### src/rtl/uart_pkg.sv
// Shared UART definitions: baud-select codes, divisor arithmetic and receiver
// state encoding. Also used by uart_tx.
package uart_pkg;

    localparam logic [2:0] BAUD_9600   = 3'd0;
    localparam logic [2:0] BAUD_19200  = 3'd1;
    localparam logic [2:0] BAUD_38400  = 3'd2;
    localparam logic [2:0] BAUD_57600  = 3'd3;
    localparam logic [2:0] BAUD_115200 = 3'd4;
    localparam logic [2:0] BAUD_230400 = 3'd5;
    localparam logic [2:0] BAUD_460800 = 3'd6;
    localparam logic [2:0] BAUD_921600 = 3'd7;

    localparam int DEFAULT_CLK_FREQ = 50_000_000;

    function automatic int baud_rate(input int sel);
        case (sel)
            0:       return 9600;
            1:       return 19200;
            2:       return 38400;
            3:       return 57600;
            4:       return 115200;
            5:       return 230400;
            6:       return 460800;
            default: return 921600;
        endcase
    endfunction

    // Rounded clocks-per-bit for a given clock frequency and baud select.
    function automatic int baud_div(input int clk_freq, input int sel);
        int rate;
        rate = baud_rate(sel);
        return (clk_freq + rate / 2) / rate;
    endfunction

    // The slowest rate sets the counter width.
    localparam int BAUD_CNT_W = $clog2(baud_div(DEFAULT_CLK_FREQ, 0));

    typedef enum logic [2:0] {
        RX_IDLE,
        RX_START,
        RX_DATA,
        RX_STOP,
        RX_WAIT_HIGH
    } rx_state_t;

endpackage

### src/rtl/uart_rx_packer_if.sv
// Word output stream of the UART packer toward the FIFO write port.
interface uart_rx_packer_if #(
    parameter int DATA_IN_WIDTH = 16
) ();
    logic [DATA_IN_WIDTH-1:0] dout;
    logic                     dout_valid;
    logic                     dout_ready;

    modport master (output dout, output dout_valid, input dout_ready);
    modport slave  (input dout, input dout_valid, output dout_ready);
endinterface

### src/rtl/uart_byte_rx.sv
// 8N1 byte receiver: input synchroniser, baud counter and framing FSM.
// All outputs are registered; byte_done/frame_err are one-cycle pulses.
module uart_byte_rx
    import uart_pkg::*;
#(
    parameter int CLK_FREQ = 50_000_000
) (
    input  logic       clk,
    input  logic       rst_n,
    input  logic [2:0] baud_sel,
    input  logic       uart_rx,
    output logic [7:0] rx_byte,
    output logic       byte_done,
    output logic       frame_err,
    output logic       rx_busy
);
    localparam int CNT_W = $clog2(baud_div(CLK_FREQ, int'(BAUD_9600)));

    logic [1:0]       sync_reg;
    logic             line_prev_reg;
    logic             line;
    logic             fall;
    logic [CNT_W-1:0] div_table [8];
    logic [CNT_W-1:0] div_reg;
    logic [CNT_W-1:0] half_m1;
    logic [CNT_W-1:0] div_m1;
    logic [CNT_W-1:0] cnt_reg;
    logic [2:0]       bit_idx_reg;
    rx_state_t        state_reg;

    genvar gi;
    generate
        for (gi = 0; gi < 8; gi = gi + 1) begin : g_div
            assign div_table[gi] = CNT_W'(baud_div(CLK_FREQ, gi));
        end
    endgenerate

    assign line    = sync_reg[1];
    assign fall    = line_prev_reg & ~line;
    assign half_m1 = (div_reg >> 1) - CNT_W'(1);
    assign div_m1  = div_reg - CNT_W'(1);

    always_ff @(posedge clk or negedge rst_n) begin
        if (!rst_n) begin
            sync_reg      <= 2'b11;
            line_prev_reg <= 1'b1;
            state_reg     <= RX_IDLE;
            cnt_reg       <= '0;
            bit_idx_reg   <= '0;
            div_reg       <= CNT_W'(baud_div(CLK_FREQ, 0));
            rx_byte       <= '0;
            byte_done     <= 1'b0;
            frame_err     <= 1'b0;
            rx_busy       <= 1'b0;
        end else begin
            sync_reg      <= {sync_reg[0], uart_rx};
            line_prev_reg <= line;
            byte_done     <= 1'b0;
            frame_err     <= 1'b0;

            case (state_reg)
                RX_IDLE: begin
                    // Baud rate is frozen for the whole frame from here on.
                    if (fall) begin
                        div_reg     <= div_table[baud_sel];
                        cnt_reg     <= '0;
                        bit_idx_reg <= '0;
                        rx_busy     <= 1'b1;
                        state_reg   <= RX_START;
                    end
                end
                RX_START: begin
                    if (cnt_reg == half_m1) begin
                        cnt_reg <= '0;
                        if (line) begin
                            rx_busy   <= 1'b0;
                            state_reg <= RX_IDLE;
                        end else begin
                            state_reg <= RX_DATA;
                        end
                    end else begin
                        cnt_reg <= cnt_reg + CNT_W'(1);
                    end
                end
                RX_DATA: begin
                    if (cnt_reg == div_m1) begin
                        cnt_reg     <= '0;
                        rx_byte     <= {line, rx_byte[7:1]};
                        bit_idx_reg <= bit_idx_reg + 3'd1;
                        if (bit_idx_reg == 3'd7)
                            state_reg <= RX_STOP;
                    end else begin
                        cnt_reg <= cnt_reg + CNT_W'(1);
                    end
                end
                RX_STOP: begin
                    if (cnt_reg == div_m1) begin
                        cnt_reg <= '0;
                        rx_busy <= 1'b0;
                        if (line) begin
                            byte_done <= 1'b1;
                            state_reg <= RX_IDLE;
                        end else begin
                            frame_err <= 1'b1;
                            state_reg <= RX_WAIT_HIGH;
                        end
                    end else begin
                        cnt_reg <= cnt_reg + CNT_W'(1);
                    end
                end
                RX_WAIT_HIGH: begin
                    // A held-low line (break) must not be taken as a new start bit.
                    if (line)
                        state_reg <= RX_IDLE;
                end
                default: state_reg <= RX_IDLE;
            endcase
        end
    end

endmodule

### src/rtl/uart_rx_packer.sv
// UART receiver plus byte packer: assembles DATA_IN_WIDTH/8 bytes, LSB first,
// into a word held in a one-deep output register with valid/ready handshake.
module uart_rx_packer
    import uart_pkg::*;
#(
    parameter int CLK_FREQ      = 50_000_000,
    parameter int DATA_IN_WIDTH = 16
) (
    input  logic             clk,
    input  logic             rst_n,
    input  logic [2:0]       baud_sel,
    input  logic             uart_rx,
    uart_rx_packer_if.master out_if,
    output logic             frame_err,
    output logic             ovf_err,
    output logic             rx_busy
);
    localparam int NB    = DATA_IN_WIDTH / 8;
    localparam int IDX_W = (NB > 1) ? $clog2(NB) : 1;

    logic [7:0]               rx_byte;
    logic                     byte_done;
    logic                     frame_err_int;
    logic [IDX_W-1:0]         byte_idx_reg;
    logic [DATA_IN_WIDTH-1:0] assy_reg;
    logic [DATA_IN_WIDTH-1:0] word_next;
    logic [DATA_IN_WIDTH-1:0] dout_reg;
    logic                     dout_valid_reg;
    logic                     ovf_reg;
    logic                     last_byte;
    logic                     word_done;
    logic                     accept;
    logic                     load_word;

    uart_byte_rx #(
        .CLK_FREQ (CLK_FREQ)
    ) u_byte_rx (
        .clk       (clk),
        .rst_n     (rst_n),
        .baud_sel  (baud_sel),
        .uart_rx   (uart_rx),
        .rx_byte   (rx_byte),
        .byte_done (byte_done),
        .frame_err (frame_err_int),
        .rx_busy   (rx_busy)
    );

    // The incoming byte overlays its lane; word_next is the complete word on the last byte.
    genvar gi;
    generate
        for (gi = 0; gi < NB; gi = gi + 1) begin : g_lane
            assign word_next[8*gi +: 8] = (byte_idx_reg == IDX_W'(gi)) ? rx_byte
                                                                       : assy_reg[8*gi +: 8];
        end
    endgenerate

    assign last_byte = (byte_idx_reg == IDX_W'(NB - 1));
    assign word_done = byte_done & last_byte;
    assign accept    = dout_valid_reg & out_if.dout_ready;
    assign load_word = word_done & (~dout_valid_reg | out_if.dout_ready);

    always_ff @(posedge clk or negedge rst_n) begin
        if (!rst_n) begin
            byte_idx_reg   <= '0;
            assy_reg       <= '0;
            dout_reg       <= '0;
            dout_valid_reg <= 1'b0;
            ovf_reg        <= 1'b0;
        end else begin
            ovf_reg <= 1'b0;

            if (frame_err_int) begin
                byte_idx_reg <= '0;
            end else if (byte_done) begin
                assy_reg     <= word_next;
                byte_idx_reg <= last_byte ? '0 : byte_idx_reg + IDX_W'(1);
            end

            // A word completing while the output is stalled is dropped, not queued.
            if (load_word) begin
                dout_reg       <= word_next;
                dout_valid_reg <= 1'b1;
            end else begin
                if (word_done)
                    ovf_reg <= 1'b1;
                if (accept)
                    dout_valid_reg <= 1'b0;
            end
        end
    end

    assign out_if.dout       = dout_reg;
    assign out_if.dout_valid = dout_valid_reg;
    assign frame_err         = frame_err_int;
    assign ovf_err           = ovf_reg;

endmodule

### src/flat_wrapper.sv
// flat-port wrapper written by rule: the top's interface ports become plain ports
module uart_rx_packer_flat import uart_pkg::*;
#(
    parameter int CLK_FREQ      = 50_000_000,
    parameter int DATA_IN_WIDTH = 16
)
  (clk, rst_n, baud_sel, uart_rx, frame_err, ovf_err, rx_busy, out_if_dout, out_if_dout_valid, out_if_dout_ready);
  uart_rx_packer_if #(.DATA_IN_WIDTH(DATA_IN_WIDTH)) out_if_i ();
  input  logic clk;
  input  logic rst_n;
  input  logic [2:0] baud_sel;
  input  logic uart_rx;
  output logic frame_err;
  output logic ovf_err;
  output logic rx_busy;
  output wire logic [$bits(out_if_i.dout)-1:0] out_if_dout;
  output wire logic [$bits(out_if_i.dout_valid)-1:0] out_if_dout_valid;
  input wire logic [$bits(out_if_i.dout_ready)-1:0] out_if_dout_ready;
  assign out_if_dout = out_if_i.dout;
  assign out_if_dout_valid = out_if_i.dout_valid;
  assign out_if_i.dout_ready = out_if_dout_ready;
  uart_rx_packer #(.CLK_FREQ(CLK_FREQ), .DATA_IN_WIDTH(DATA_IN_WIDTH)) u_core (.clk(clk), .rst_n(rst_n), .baud_sel(baud_sel), .uart_rx(uart_rx), .out_if(out_if_i), .frame_err(frame_err), .ovf_err(ovf_err), .rx_busy(rx_busy));
endmodule
### config.mk
export PLATFORM = sky130hd
export DESIGN_NAME = uart_rx_packer_flat
export DESIGN_NICKNAME = d
export VERILOG_FILES = /design/src/rtl/uart_pkg.sv /design/src/rtl/uart_rx_packer_if.sv /design/src/rtl/uart_byte_rx.sv /design/src/rtl/uart_rx_packer.sv /design/src/flat_wrapper.sv
export SDC_FILE = /design/constraint.sdc
export NUM_CORES = 1
export LEC_CHECK = 0
export ABC_AREA = 0
export CAP_MARGIN = 20
export CORE_AREA = 2 2 107 109
export DETAILED_ROUTE_END_ITERATION = 7
export DIE_AREA = 0 0 109 111
export PLACE_DENSITY = 0.6
export SLEW_MARGIN = 10
export SYNTH_ARGS = -nofsm -noshare
export SYNTH_HDL_FRONTEND = slang
export SYNTH_SLANG_ARGS = --single-unit
### constraint.sdc
create_clock -name clk -period 6.7 [get_ports clk]
set_clock_uncertainty 0.1 [all_clocks]
set_input_delay 1.005 -clock clk [delete_from_list [all_inputs] [get_ports clk]]
set_output_delay 1.005 -clock clk [all_outputs]
set_load 0.01 [all_outputs]
==> flow_metrics.env <==
export IMPL_vias_per_cell=5.48
export IMPL_dp_hpwl_um=6430
export IMPL_portBuffers=26
export IMPL_seq_area_frac_synth=0.431
export IMPL_clock_tree_buffer_depth=2
export IMPL_grt_pass1_vias=3081
export IMPL_grt_max_degree=74
export IMPL_drtPass1Iterations=4
export IMPL_grtUsageTotal=0.162
export IMPL_cts_root_buffer="clkbuf_16"
export IMPL_vias=3198
export IMPL_rsz0062_at_grt="no"
export IMPL_grt_ovfl_total=0
export IMPL_cp_start_kind="flop"
export IMPL_fin_crit_sh=0.600
export IMPL_postCtsHoldBufs=0
export IMPL_avgSynthCellArea_um2=9.88
export IMPL_die_area_um2=12100
export IMPL_syn_inst=431
export IMPL_cpLargestDelayFamily="simple AND/OR/NAND/NOR gates"
export IMPL_slew_headroom=0.359
export IMPL_ff_latch_area_um2=1840
export IMPL_end_kind="flop"
export IMPL_die_h_um=111
export IMPL_p_int_mw=1.06
export IMPL_n_antenna_cell=0
export IMPL_drv_cap=0
export IMPL_cts_sinks=73
export IMPL_wl_per_cell_um=15.7
export IMPL_post_cts_resized=0
export IMPL_path_max_fanout=12
export IMPL_critPathSlowestCell="nor3b_1"
export IMPL_largest_reg_flops=16
export IMPL_fillers=1059
export IMPL_core_um2=11100
export IMPL_yosys_warnings=0
export IMPL_finalCriticalPeriod_ps=4020
export IMPL_postRouteAntennaNets=0
export IMPL_drt_total_wl_um=9150
export IMPL_multi_input_area_um2=2220
export IMPL_drive_gt1_frac=0.156
export IMPL_async_reset_ff_frac=1.00
export IMPL_syn_to_final_growth_pct=14.2
export IMPL_globalplace_congestion=0.866
export IMPL_finalSetupTns_ps=0
export IMPL_leakage_nw=2.10
export IMPL_dp_cells=568
export IMPL_power_mw=1.73
export IMPL_final_hold_viol_count=0
export IMPL_synth_ff_type="dfrtp_1"
export IMPL_cp_cell_sequence="inv_1 -> ha_1 -> nor3b_1 -> nand4_1 -> xnor2_1 -> nor4_1 -> nand4_1 -> a21oi_1 -> o211ai_1"
export IMPL_syn_area_um2=4260
export IMPL_p_sw_mw=0.671
export IMPL_setup_violations=0
export IMPL_instances_no_fill=584
export IMPL_hp_class="reg -> reg"
export IMPL_max_stage_delay_ps=730
export IMPL_fmax_mhz=249
export IMPL_slew_viol_final=0
export IMPL_ys_types=57
export IMPL_vdd_drop_max_v=0.000204
export IMPL_cp_num_buf_inv=1
export IMPL_floorplan_initialDensity=0.384
export IMPL_tightest_slew_ps=957
export IMPL_cts_buffers=9
export IMPL_synth_seq_cells=73
export IMPL_synth_edf_count=0
export IMPL_clkPwrFrac=0.277
export IMPL_die_w_um=109
export IMPL_holdWs_ps=254
export IMPL_route_detailed_drc=0
export IMPL_switching_share=0.387
export IMPL_powerDensity_nw_per_um2=357
export IMPL_combPwrFrac=0.344
export IMPL_nets=453
export IMPL_worstSetupPathType="reg -> reg"
export IMPL_pin_count=27
export IMPL_grt_antenna_before_repair=0
export IMPL_cts_tree="built"
export IMPL_cts_setup_buffers=0
export IMPL_insertion_delay_ps=340
export IMPL_cp_required_ps=6790
export IMPL_syn_num_nets=448
export IMPL_seqPwrFrac=0.378
export IMPL_grt_pass1_wl_um=15500
export IMPL_drt_iter0_drc=102
export IMPL_cp_common_cell="nand4_1"
export IMPL_outcome="complete, no violations"
export IMPL_cts_reportedPaths_clkPinSlew_ps=60
export IMPL_arrival_ps=4110
export IMPL_std_cell_rows=39
export IMPL_h_tree_depth=3
-- power groups by stage --
stage          combinational, mW  sequential [mW]  clock (mW)
5_1_grt                    0.673            0.672       0.513
6_report                   0.597            0.656       0.481
4_1_cts                    0.596            0.653       0.491
3_3_place_gp               0.576            0.657           0
2_1_floorplan              0.563            0.560           0
3_5_place_dp               0.593            0.660           0
-- final cells by class --
class,count,share of cell area
multi-input combinational,309,0.456
sequential,73,0.378
timing repair buffer,28,0.0561
clock buffer,10,0.0471
tap,143,0.0368
clock inverter,6,0.0142
inverter,15,0.0116
-- per-stage QoR --
stage / utilization / setup slack, ps / area, um^2
floorplan: - / 3700 / 4260
global placement: 0.412 / 3020 / 4560
detailed placement: 0.412 / 2790 / 4560
CTS: 0.439 / 2790 / 4860
global route: 0.439 / 2430 / 4860
finish: 0.439 / 2680 / 4860
-- path summary, 6_finish.rpt --
check / startpoint / to / slack (ps) / depth (start not counted)
max: u_core.u_byte_rx.div_reg[2] / u_core.u_byte_rx.cnt_reg[3] / 2680 / 9
min: u_core.u_byte_rx.sync_reg[0] / u_core.u_byte_rx.sync_reg[1] / 250 / 0
max reg2reg: u_core.u_byte_rx.div_reg[2] / u_core.u_byte_rx.cnt_reg[3] / 2680 / 9
min reg2reg: u_core.u_byte_rx.sync_reg[0] / u_core.u_byte_rx.sync_reg[1] / 250 / 0
max in group asynchronous: rst_n / u_core.u_byte_rx.state_reg[0] / 5180 / 1
min in group asynchronous: rst_n / u_core.u_byte_rx.div_reg[11] / 670 / 1
-- cells by family (layout without fill, tap and decap cells) --
logic type / after synthesis / after routing / synth area share
buffers and inverters: 49 / 59 / 0.0476
xor gates and xnor gates: 32 / 32 / 0.0691
AOI/OAI and AO/OA: 75 / 75 / 0.117
muxes: 42 / 42 / 0.115
and+or+nand+nor: 150 / 150 / 0.191
adders and majority gates: 10 / 10 / 0.0294
DFF: 73 / 73 / 0.431
-- per-layer routing --
metal  GRT usage  routed length, um  up-vias
li1            -                  -     1530
met1       0.230               4300     1566
met2       0.240               4210       87
met3      0.0353                488       15
met4      0.0650                139        0
met5           0                  0        -
-- synthesized netlist by cell type (all sizes together), types with 3 or more instances --
| master | n | area [um^2] |
|---|---|---|
| a211oi | 5 | 37.5 |
| inv | 15 | 56.3 |
| clkbuf | 28 | 105 |
| nand3 | 17 | 90.1 |
| nor3b | 3 | 22.5 |
| or4 | 4 | 33.8 |
| xor2 | 18 | 158 |
| nand2b | 9 | 56.3 |
| and3 | 4 | 25.0 |
| nor2b | 6 | 37.5 |
| a221oi | 8 | 70.1 |
| or2 | 4 | 25.0 |
| xnor2 | 13 | 114 |
| o21ai | 28 | 140 |
| nor4 | 7 | 43.8 |
| o31ai | 6 | 45.0 |
| buf | 6 | 41.3 |
| a21oi | 8 | 40.0 |
| mux2i | 9 | 90.1 |
| mux2 | 33 | 398 |
| ha | 10 | 125 |
| nand2 | 35 | 131 |
| dfstp | 8 | 210 |
| dfrtp | 65 | 1630 |
| nand4 | 7 | 43.8 |
| nor2 | 32 | 120 |
| nor3 | 9 | 50.1 |
| or3 | 3 | 18.8 |
-- layout by cell type (no fill, tap or decap), drive strengths merged, types with 5 or more instances in the layout --
cell type / n
a211oi: 5
a21oi: 8
a221oi: 8
clkbuf: 10
clkdlybuf4s50: 25
dfrtp: 65
dfstp: 8
ha: 10
inv: 15
mux2: 33
mux2i: 9
nand2: 35
nand2b: 9
nand3: 17
nand4: 7
nor2: 32
nor2b: 6
nor3: 9
nor4: 7
o21ai: 28
o31ai: 6
xnor2: 13
xor2: 18
No activity file was read; power rests on OpenSTA's default activity.
